--- src/rtl/msp430_noc_pkg.sv ---
// Shared definitions for the NoC echo endpoint.
// Holds the header flit field positions and the endpoint FSM state encoding.
package msp430_noc_pkg;

  localparam int DEST_HI    = 31;
  localparam int DEST_LO    = 27;
  localparam int CLASS_HI   = 26;
  localparam int CLASS_LO   = 24;
  localparam int SRC_HI     = 23;
  localparam int SRC_LO     = 19;
  localparam int PAYLOAD_HI = 18;

  typedef enum logic [1:0] {
    ST_IDLE,
    ST_RECV,
    ST_SEND,
    ST_DROP
  } noc_state_e;

endpackage

--- src/rtl/msp430_noc_pkt_buffer.sv ---
// Packet storage for the echo endpoint.
// Ports:
//   clk            - write clock (rising edge)
//   we/waddr/wdata - synchronous write port
//   raddr/rdata    - asynchronous read port
// Contents are intentionally not reset.
module msp430_noc_pkt_buffer #(
  parameter int FLIT_WIDTH = 32,
  parameter int DEPTH      = 16,
  parameter int AW         = $clog2(DEPTH)
) (
  input  logic                  clk,
  input  logic                  we,
  input  logic [AW-1:0]         waddr,
  input  logic [FLIT_WIDTH-1:0] wdata,
  input  logic [AW-1:0]         raddr,
  output logic [FLIT_WIDTH-1:0] rdata
);

  logic [FLIT_WIDTH-1:0] mem [DEPTH];

  always_ff @(posedge clk) begin
    if (we) mem[waddr] <= wdata;
  end

  assign rdata = mem[raddr];

endmodule

--- src/rtl/msp430_noc_echo_endpoint.sv ---
// NoC echo endpoint: receives a request packet, buffers it and sends it back
// to the requester with the header rewritten (dest=old src, src=ID).
// Ports:
//   clk, rst_n                     - clock, async active-low reset
//   enable                         - permits acceptance of a new header
//   in_flit/in_last/in_valid/in_ready      - request channel
//   out_flit/out_last/out_valid/out_ready  - reply channel
//   pkt_count                      - completed replies (wrapping)
//   overflow                       - sticky: an oversize packet was dropped
//
// state | meaning
// IDLE  | waiting for a header (in_ready follows enable)
// RECV  | storing body flits until in_last
// SEND  | replaying the buffer on the reply channel
// DROP  | discarding the rest of an oversize packet
module msp430_noc_echo_endpoint
  import msp430_noc_pkg::*;
#(
  parameter int FLIT_WIDTH = 32,
  parameter int MAX_LEN    = 16,
  parameter int ID         = 1
) (
  input  logic                  clk,
  input  logic                  rst_n,
  input  logic                  enable,
  input  logic [FLIT_WIDTH-1:0] in_flit,
  input  logic                  in_last,
  input  logic                  in_valid,
  output logic                  in_ready,
  output logic [FLIT_WIDTH-1:0] out_flit,
  output logic                  out_last,
  output logic                  out_valid,
  input  logic                  out_ready,
  output logic [15:0]           pkt_count,
  output logic                  overflow
);

  localparam int           AW      = $clog2(MAX_LEN);
  localparam logic [AW:0]  FULL    = (AW+1)'(MAX_LEN);
  localparam logic [4:0]   ID_BITS = 5'(ID);

  noc_state_e            state, state_nx;
  logic [AW:0]           wr_cnt, wr_cnt_nx;
  logic [AW:0]           len, len_nx;
  logic [AW-1:0]         rd_ptr, rd_ptr_nx;
  logic [15:0]           pkt_count_nx;
  logic                  overflow_nx;
  // Holds in_ready low while reset is asserted even though IDLE follows enable.
  logic                  active;
  logic                  we;
  logic [AW-1:0]         waddr;
  logic [FLIT_WIDTH-1:0] wdata, rd_data;
  logic                  in_hs, out_hs, rd_last;

  assign in_hs   = in_valid & in_ready;
  assign out_hs  = out_valid & out_ready;
  assign rd_last = ({1'b0, rd_ptr} == (len - 1'b1));

  msp430_noc_pkt_buffer #(
    .FLIT_WIDTH (FLIT_WIDTH),
    .DEPTH      (MAX_LEN),
    .AW         (AW)
  ) u_buf (
    .clk   (clk),
    .we    (we),
    .waddr (waddr),
    .wdata (wdata),
    .raddr (rd_ptr),
    .rdata (rd_data)
  );

  always_ff @(posedge clk or negedge rst_n) begin
    if (!rst_n) begin
      state     <= ST_IDLE;
      wr_cnt    <= '0;
      len       <= '0;
      rd_ptr    <= '0;
      pkt_count <= '0;
      overflow  <= 1'b0;
      active    <= 1'b0;
    end else begin
      state     <= state_nx;
      wr_cnt    <= wr_cnt_nx;
      len       <= len_nx;
      rd_ptr    <= rd_ptr_nx;
      pkt_count <= pkt_count_nx;
      overflow  <= overflow_nx;
      active    <= 1'b1;
    end
  end

  always_comb begin
    state_nx     = state;
    wr_cnt_nx    = wr_cnt;
    len_nx       = len;
    rd_ptr_nx    = rd_ptr;
    pkt_count_nx = pkt_count;
    overflow_nx  = overflow;
    we           = 1'b0;
    waddr        = wr_cnt[AW-1:0];
    wdata        = in_flit;
    in_ready     = 1'b0;
    out_valid    = 1'b0;
    out_last     = 1'b0;
    out_flit     = '0;

    case (state)
      ST_IDLE: begin
        in_ready = enable & active;
        if (in_hs) begin
          // The reply header is built on the way in so SEND is a plain replay.
          we    = 1'b1;
          waddr = '0;
          wdata[DEST_HI:DEST_LO]   = in_flit[SRC_HI:SRC_LO];
          wdata[CLASS_HI:CLASS_LO] = in_flit[CLASS_HI:CLASS_LO];
          wdata[SRC_HI:SRC_LO]     = ID_BITS;
          wdata[PAYLOAD_HI:0]      = in_flit[PAYLOAD_HI:0];
          wr_cnt_nx = (AW+1)'(1);
          if (in_last) begin
            len_nx   = (AW+1)'(1);
            state_nx = ST_SEND;
          end else begin
            state_nx = ST_RECV;
          end
        end
      end
      ST_RECV: begin
        in_ready = 1'b1;
        if (in_hs) begin
          if (wr_cnt == FULL) begin
            // Flit MAX_LEN+1: packet is oversize whether or not it ends here.
            wr_cnt_nx = '0;
            if (in_last) begin
              overflow_nx = 1'b1;
              state_nx    = ST_IDLE;
            end else begin
              state_nx = ST_DROP;
            end
          end else begin
            we        = 1'b1;
            wr_cnt_nx = wr_cnt + 1'b1;
            if (in_last) begin
              len_nx   = wr_cnt + 1'b1;
              state_nx = ST_SEND;
            end
          end
        end
      end
      ST_DROP: begin
        in_ready = 1'b1;
        if (in_hs && in_last) begin
          overflow_nx = 1'b1;
          state_nx    = ST_IDLE;
        end
      end
      ST_SEND: begin
        out_valid = 1'b1;
        out_flit  = rd_data;
        out_last  = rd_last;
        if (out_hs) begin
          if (rd_last) begin
            pkt_count_nx = pkt_count + 16'd1;
            rd_ptr_nx    = '0;
            wr_cnt_nx    = '0;
            len_nx       = '0;
            state_nx     = ST_IDLE;
          end else begin
            rd_ptr_nx = rd_ptr + 1'b1;
          end
        end
      end
      default: state_nx = ST_IDLE;
    endcase
  end

endmodule

--- config.mk ---
export PLATFORM = sky130hd
export DESIGN_NAME = msp430_noc_echo_endpoint
export DESIGN_NICKNAME = d
export VERILOG_FILES = /design/src/rtl/msp430_noc_pkg.sv /design/src/rtl/msp430_noc_pkt_buffer.sv /design/src/rtl/msp430_noc_echo_endpoint.sv
export SDC_FILE = /design/constraint.sdc
export NUM_CORES = 1
export LEC_CHECK = 0
export ABC_CLOCK_PERIOD_IN_PS = 6400
export BUFFER_PORTS_ARGS = -buffer_cell sky130_fd_sc_hd__clkbuf_2
export CORE_ASPECT_RATIO = 1.2
export CORE_MARGIN = 10
export CORE_UTILIZATION = 35
export DETAILED_ROUTE_END_ITERATION = 7
export GPL_TIMING_DRIVEN = 0
export PLACE_DENSITY = 0.46
export SLEW_MARGIN = 20
export SYNTH_ARGS = -nofsm -noshare
export SYNTH_HDL_FRONTEND = slang
export SYNTH_SLANG_ARGS = --single-unit
--- constraint.sdc ---
create_clock -name clk -period 6.4 [get_ports clk]
set_clock_uncertainty 0.05 [all_clocks]
set_input_delay 0.96 -clock clk [delete_from_list [all_inputs] [get_ports clk]]
set_output_delay 0.96 -clock clk [all_outputs]
set_load 0.02 [all_outputs]
Word level (Yosys, flattened, before mapping). Memory sizes are Yosys's and may differ from the RTL's. Cells that the tools add are included.

Word-level logic and storage cells: 83. Register bits: 34. Output and inout port bits: 52. Bits of input ports: 38. Bits in writable memories: 512. Memories: 1.

Bitwise logic cells: 3. Mux-type cells: 42. Reduce and logical (&&, ||, !) cells: 11. Eq/ne operators: 15. $add $sub $neg: 4.

Memories: u_buf.mem (words 16, bits a word 32, rd ports 1, clocked after memory_dff 0, wr ports 1, RTL line msp430_noc_pkt_buffer.sv:20) `logic [FLIT_WIDTH-1:0] mem [DEPTH];`.

Operator list (count): $mux 32 (3); $mux 5 (10); $pmux 5 s3 (2); $mux 2 (9); $ne 2x2->1 const B (9); $add 16x1->16 const B (1); $mux 4 (3); $mux 1 (11); $reduce_and 5->1 (2); $pmux 2 s4 (1); $reduce_and 8->1 (1); $pmux 1 s2 (3); $reduce_and 6->1 (1); $add 5x1->5 const B (1); $eq 4x5->1 (1); $eq 5x5->1 const B (1); $sub 5x1->5 const B (1); $add 4x1->4 const B (1); $eq 2x2->1 const B (2); $and 1x1->1 (3); $ne 3x3->1 const B (1); $reduce_and 3->1 (1); $reduce_bool 3->1 (1); $eq 2x1->1 const B (1); 5 further kinds (5).

Logic depth before layout (Yosys ltp). Gate-level depths: netlist of run 1.

Word-level depth: 8. Mapped depth: 9. Gate-level depth less buffers: 7.

Modules after synthesis. From an unflattened synthesis of run 1, not the netlist that was laid out.

Cell total of the unflattened synthesis: 1061. Area, all modules: 21553.2 um^2.

Modules (own cells, without submodules): msp430_noc_pkt_buffer (area an instance 19194.7 um^2, instances 1, seq. area each 15374.7 um^2, cells each 806); msp430_noc_echo_endpoint (area an instance 2358.5 um^2, instances 1, seq. area each 850.8 um^2, cells each 255).

Least setup slack after synthesis of run 1. Ideal clock, no wire load.

Path kind: input-to-reg. Start point: input port in_valid. End point: memory u_buf.mem[0][0], enable pin. Required time: 5.880 ns. Stages on the path: 3. Arrival: 4.079 ns. Slack: 1.801 ns. Library setup time: 0.470 ns. Cells stage by stage: nand3b_1 or4_1 o31ai_1.

Word-level cells in the longest chain between the ends: 5. Elaborated cells between the ends (all ways): 8. Classes of those cells: mux (7); bitwise (1).

Ends and longest elaborated chain: start: declaration (RTL line msp430_noc_echo_endpoint.sv:28) `input logic in_valid,`; $and 1x1->1 * (RTL line msp430_noc_echo_endpoint.sv:55) `assign in_hs = in_valid & in_ready;`; $mux 1, on equally long branches (RTL line msp430_noc_echo_endpoint.sv:129, msp430_noc_echo_endpoint.sv:110); $pmux 1 s2 (RTL line msp430_noc_echo_endpoint.sv:107) `case (state)`; $mux 1 (RTL line msp430_noc_pkt_buffer.sv:23) `if (we) mem[waddr] <= wdata;`; $mux 1 (implied by the code) (RTL line msp430_noc_pkt_buffer.sv:23); end: declaration (RTL line msp430_noc_pkt_buffer.sv:20).

Every way passes the cells marked *; elsewhere a longest branch is shown, timed or not.

Worst setup path in the final report of run 1.
Start point: register rd_ptr[1]. End point: output port out_flit[31].

Word-level cells in the longest chain between the ends: 2.

Ends and longest elaborated chain: start: declaration (RTL line msp430_noc_echo_endpoint.sv:45) `logic [AW-1:0] rd_ptr, rd_ptr_nx;`; start signal: assignment (RTL line msp430_noc_echo_endpoint.sv:85) `rd_ptr <= rd_ptr_nx;`; $mem_v2 16x32; $mux 32 (RTL line msp430_noc_echo_endpoint.sv:107); end: declaration (RTL line msp430_noc_echo_endpoint.sv:30) `output logic [FLIT_WIDTH-1:0] out_flit,`.

Every way passes these cells.

==> run metrics, run 1 <==
Clock Tree Root clkbuf_16; cell area after synthesis ~0.022 mm2; Routed Antenna Nets 0; global-route wire length before repair 79600 um; Peak supply drop approximately 0.20 mV; sequential cell area 0.0162 mm2; FF-to-FF setup slack 2220 ps; wire per inst 27.2 um; CP bufs+invs 4; hold slack approximately 420 ps; Std-Cell Rows 99; post-synthesis mux area share 0.176; Compound-Gate Fraction of Synth Area 0.00999; Finished Core Util 0.423; top cells by count, synth edfxtp_1, mux4_2, and2_1; reg-to-reg critical path startpoint state[1]; TritonCTS clock tree built; CP arrival 3730 ps; HP Start pkt_count[15]; top cell family by delay on the critical path buffers and inverters; Max Cap Violations 0; sequential-to-total area share from yosys stat 0.753; diode count 0; period utilization 0.740; Yosys Warn Count 0; Synth Instances between 900 and 1000; Clock Sink Count 546; critical path type reg2out; Initial Utilization 0.353; crit path launch type flop; Die Height a little under 300 um; DRT Pass-1 Iters 5; Via Count roughly 10000; deepest clock path buffer count 3; worst setup path startpoint rd_ptr[1]; hold path depth 1; Final Cell Area 0.0258 mm2; Worst slew margin 0.288; number of synthesized register bits ~550; Area Overhead vs Synth 19.8%; final setup TNS 0 ps; Multi-input gate area between 0.005 and 0.006 mm2; drt drc 0; crit end category output port; most common cell in the netlist edfxtp_1; static leakage power 8.39 nW; fill cell count 5327; TritonCTS buffer count 57; share of post-route cells with drive strength above 1 0.343; setup violators final 0; vias in the first global route roughly 11000; Distinct cells, synth 46; Core ar. about 0.06 mm2; Synth async-reset ratio 0.0623; RSZ-0062 raised after global routing no; leading area contributor after synthesis edfxtp_1; outcome finished clean; Chip Width 246 um; R2R depth 11; Final WS setup 1660 ps; R2R Path End u_buf.mem[13][15]; Synthesized Nets ~1000; worst-path fanout max 10; Worst-Margin Slew 1070 ps; Nets 1211; Skew-Pair Late Insertion Delay 600 ps; slowest CP cell clkbuf_1; simple-gate share of the synthesized area 0.0324; Tot Pwr 10.4 mW; Post-synth EDFFs between 500 and 600; PD cells 402 mW/mm2; Area after DPL 0.0240 mm2; clk slew on worst S/H paths 60 ps; Yosys top cell area share 0.714; GRT Util Overall 0.153; Synth Area in Adders 0.00581; Routability Congestion 0.736; slowest stage delay, CP ~850 ps; boundary pin count 90; htree depth 2; FMAX roughly 210 MHz; Resized Gates After CTS 0; Slew Limit Fails 0; main combinational cell family by area after synthesis multiplexers; Synth Area in XOR/XNOR 0.00970; Tmin final about 4700 ps; GR Overflow Total 0; Place WS approximately 2100 ps; cells along the critical path buf_2 -> clkbuf_1 -> clkbuf_1 -> mux4_2 -> mux4_2 -> and2_1 -> clkbuf_2; HP Class reg2reg; Mapped Avg Cell Area roughly 22 um2; # hold bufs at CTS 0; leading post-synthesis cells by cell area edfxtp_1, mux4_2, dfrtp_1; Post-Route WL about 55000 um; Hold EP pkt_count[15]; final hold violation count 0; Starting DRT DRC Count between 700 and 800; area of the die roughly 0.07 mm2; Detailed Place HPWL ~36000 um; final cell count without fillers about 2000; Synth Flop Type edfxtp_1; placed cell count between 1500 and 2000; initial antenna violation count 2; Worst EP required about 5400 ps; Setup Buffers After CTS 0; largest net degree at the start of global routing 35; Port Buffers just under 90; vias per cell about 5.1
## sequential cells by signal, indices dropped and copies added (netlist names)
name,flops
u_buf.mem,512
pkt_count,16
overflow,1
rd_ptr,4
wr_cnt,5
state,2
active,1
len,5
## layout by cell type, fill, tap and decap left out, drive strengths merged, types with 2 or more instances in the layout
cell / count
nand2: 16
nand3: 16
and3: 2
nand4b: 2
inv: 18
and4: 3
clkinv: 23
buf: 54
or4: 2
mux4: 160
nand3b: 3
bufinv: 6
o22ai: 3
a21oi: 9
clkbuf: 189
and2: 38
o21ai: 4
o2111ai: 2
mux2i: 4
xor2: 11
xnor2: 12
ha: 10
edfxtp: 512
nor3: 6
nand4: 3
a22oi: 2
nor4bb: 2
nor2: 35
nand2b: 2
mux2: 14
dfrtp: 34
## cells by family after synthesis
family | after synthesis
buffers and inverters | 63
multiplexers | 178
other | 1
adder cells (fa/ha/maj) | 10
flip-flops | 546
XOR/XNOR | 23
AO/OA/AOI/OAI | 29
AND/OR/NAND/NOR | 132
## routing by layer
metal,vias up,share of wire,global-route usage
li1,4459,-,-
met4,4,0.023,0.0425
met5,-,0.00060,0
met2,218,0.50,0.253
met3,82,0.043,0.0264
met1,5610,0.44,0.205
## worst max path at each step
stage	cells after the start	to	slack, ps
4_1_cts	7	out_flit[31]	1530
3_5_place_dp	9	u_buf.mem[9][16]	2110
6_report	7	out_flit[31]	1660
5_1_grt	7	out_flit[31]	1480
3_3_place_gp	4	u_buf.mem[0][16]	-1950
2_1_floorplan	3	u_buf.mem[0][0]	1800
## report_power, final
part / internal (mW) / switching [mW] / total [mW]
Combinational: 1.31 / 1.63 / 2.94
Clock: 1.91 / 1.40 / 3.31
Sequential: 4.06 / 0.0501 / 4.11
## cell type report
class                   instances  share of cell area
plain buffers                  48             0.00805
clock buffers                  73              0.0584
clock inverters                33              0.0132
inverters                      15             0.00218
multi-input cells             373               0.201
flip-flops and latches        546               0.629
well taps                     808              0.0392
repair buffers                122              0.0493
Note: power is estimated with default switching activity, not from simulation.
==> run 2: changes to the inputs <==
ABC_AREA = 1   (was default)
ABC_CLOCK_PERIOD_IN_PS = 4500   (was 6400)
clock period = 4.5 ns   (was 6.4 ns; I/O delays follow)
==> run metrics, run 2 <==
Final WS setup 136 ps (-1530 ps); hold slack 145 ps (-279 ps); GR Overflow Total 0 (unchanged); TritonCTS clock tree built; largest net degree at the start of global routing 35 (unchanged); clock share of power 0.268 (-0.051); Synth Instances 1757 (+79%); Nets 1972 (+63%); wire per inst 26.8 um (-1.3%); Tmin final about 4400 ps; Skew-Pair Late Insertion Delay 600 ps (about the same); final hold violation count 0 (unchanged); RSZ-0062 raised after global routing no; cell area after synthesis 0.0222 mm2 (+3.0%); Peak supply drop 0.310 mV (+52%); Core ar. 0.0631 mm2 (+3.5%); Synth Flop Type edfxtp_1; leading post-synthesis cells by cell area edfxtp_1, o21ai_0, nor2_1; leading area contributor after synthesis edfxtp_1; top cells by count, synth edfxtp_1, nor2_1, o21ai_0; Port Buffers 89 (unchanged); Post-Route WL 74900 um (+37%); slowest stage delay, CP 740 ps (-110 ps); Yosys top cell area share 0.693 (-0.0208); Area after DPL 0.0242 mm2 (+1.2%); Slew Limit Fails 0 (unchanged); fill cell count 5924 (+11%); TritonCTS buffer count 56 (-1.8%); htree depth 2 (unchanged); Max Cap Violations 0 (unchanged); Post-synth EDFFs 512 (unchanged); largest reg by FF count u_buf.mem; Starting DRT DRC Count 1767 (+140%); boundary pin count 90 (unchanged); CP arrival 3640 ps (-90 ps); Synth async-reset ratio 0.0623 (unchanged); Worst EP required 3770 ps (-1620 ps); Final Cell Area 0.0259 mm2 (+0.39%); placed cell count 2690 (+41%); most common cell in the netlist edfxtp_1; Via Count 15103 (+46%); Finished Core Util 0.411 (-0.0126); Yosys Warn Count 0 (unchanged); commonest non-fill, non-tap cell in the layout edfxtp_1; Clock Tree Root clkbuf_16; switching part of the total 0.405 (+0.108); cells along the critical path inv_2 -> buf_2 -> clkbuf_1 -> o21ai_0 -> o211ai_1 -> o211ai_1 -> a21oi_1 -> clkbuf_2; Distinct cells, synth 32 (-30%); area of the die 0.0739 mm2 (+2.8%); drt drc 0 (unchanged); sequential share of power 0.361 (-0.036); number of synthesized register bits 546 (unchanged); top flop regs u_buf.mem: 512 flops, pkt_count: 16 flops; Tot Pwr 16.2 mW (+56%); vias per cell 5.41 (+5.2%); Clock Sink Count 546 (unchanged); slowest CP cell clkbuf_1; final setup TNS 0 ps (unchanged); Routed Antenna Nets 0 (unchanged); outcome finished clean; DRT Pass-1 Iters 5 (unchanged); Critical Path Most Common Cell o211ai_1; crit end category output port; Std-Cell Rows 101 (+2.0%); deepest clock path buffer count 3 (unchanged); HP Class in2async; Worst-Margin Slew 1100 ps (+28.4 ps); worst-path fanout max 10 (unchanged); sequential-to-total area share from yosys stat 0.731 (-0.0220); vias in the first global route 15064 (+34%); global-route wire length before repair 107000 um (+35%); PD cells 625 mW/mm2 (+56%); Resized Gates After CTS 0 (unchanged); GRT Util Overall 0.199 (+0.0456); Place WS 774 ps (-1340 ps); static leakage power 8.59 nW (+2.4%); share of post-route cells with drive strength above 1 0.119 (-0.224); most frequent cells in the layout edfxtp_1, nor2_1, o21ai_0; # hold bufs at CTS 0 (unchanged); setup violators final 0 (unchanged); Area Overhead vs Synth 16.7%; Mapped Avg Cell Area 12.6 um2 (-42%); Chip Width 250 um (+1.4%); critical path type reg2out; Initial Utilization 0.352 (-0.00160); FMAX 229 MHz; clk slew on worst S/H paths 60 ps (about the same); Cell Int Power 9.63 mW (+32%); Setup Buffers After CTS 0 (unchanged); Detailed Place HPWL 50200 um (+40%); final cell count without fillers 2792 (+38%); Psw 6.56 mW (+110%); Die Height 296 um (+1.4%); initial antenna violation count 1 (-1); Routability Congestion 0.853 (+16%); Synthesized Nets 1805 (+75%); Comb power frac 0.371 (+0.087); period utilization 0.970; Largest register FFs 512 (unchanged); crit path launch type flop; Worst slew margin 0.269 (-0.0189); R2R depth 11 (unchanged)
run 2: cell types whose count changed in the layout (fill, tap and decap cells not counted), sizes merged, moves of 38 or more:
cell / change
o221ai: +48
mux4: -160
o211ai: +79
o21ai: +282
clkbuf: +45
and2: -38
nand2: +98
nor2: +310
run 2: per-layer routing:
metal	routed length [um]	GRT usage	vias up
li1	-	-	6835
met1	31200	0.254	7624
met2	36900	0.342	534
met3	4680	0.0302	108
met4	2060	0.0595	2
met5	13	0	-
run 2: power by group through the flow:
stage / clock network (mW) / logic (mW) / registers, mW
finish: 4.34 / 6.00 / 5.85
global placement: 0 / 5.91 / 5.96
CTS: 4.40 / 6.04 / 5.85
global route: 4.61 / 6.48 / 5.86
floorplan: 0 / 3.29 / 5.97
detailed placement: 0 / 6.02 / 5.95
run 2: path summary, 6_finish.rpt:
| path | slack (ps) | startpoint | endpoint |
|---|---|---|---|
| worst max-delay path | 140 | rd_ptr[0] | out_flit[1] |
| worst min-delay path | 150 | rst_n | pkt_count[13] |
| worst max register to register | 800 | state[0] | u_buf.mem[12][6] |
| worst min register to register | 410 | overflow | overflow |
| max in group asynchronous | 3670 | rst_n | wr_cnt[4] |
| min in group clk | 410 | overflow | overflow |
run 2: kinds of logic after synthesis:
group                    after synthesis  share of synthesized area
AO/OA/AOI/OAI                        481                      0.127
XOR/XNOR                              16                    0.00632
adder cells (fa/ha/maj)               10                    0.00564
buffers and inverters                166                     0.0316
flip-flops                           546                      0.731
other                                  1                   0.000169
AND/OR/NAND/NOR                      537                     0.0975
run 2: critical path: cells and delay by family (launching register included):
kind            cells  cell delay, ps
buf+inv             4            1530
compound gates      4             960
flops               1             540
run 2: layout make-up:
cell class                      count  area, um2  area share
Buffer                            114        507      0.0196
Multi-Input combinational cell   1045       5380       0.208
Clock inverter                     30        160     0.00618
Timing Repair Buffer              109        898      0.0347
Sequential cell                   546      16200       0.627
Clock buffer                       71       1500      0.0579
Inverter                           52        195     0.00754
Tap cell                          824       1030      0.0398
Antenna cell                        1       2.50   0.0000966
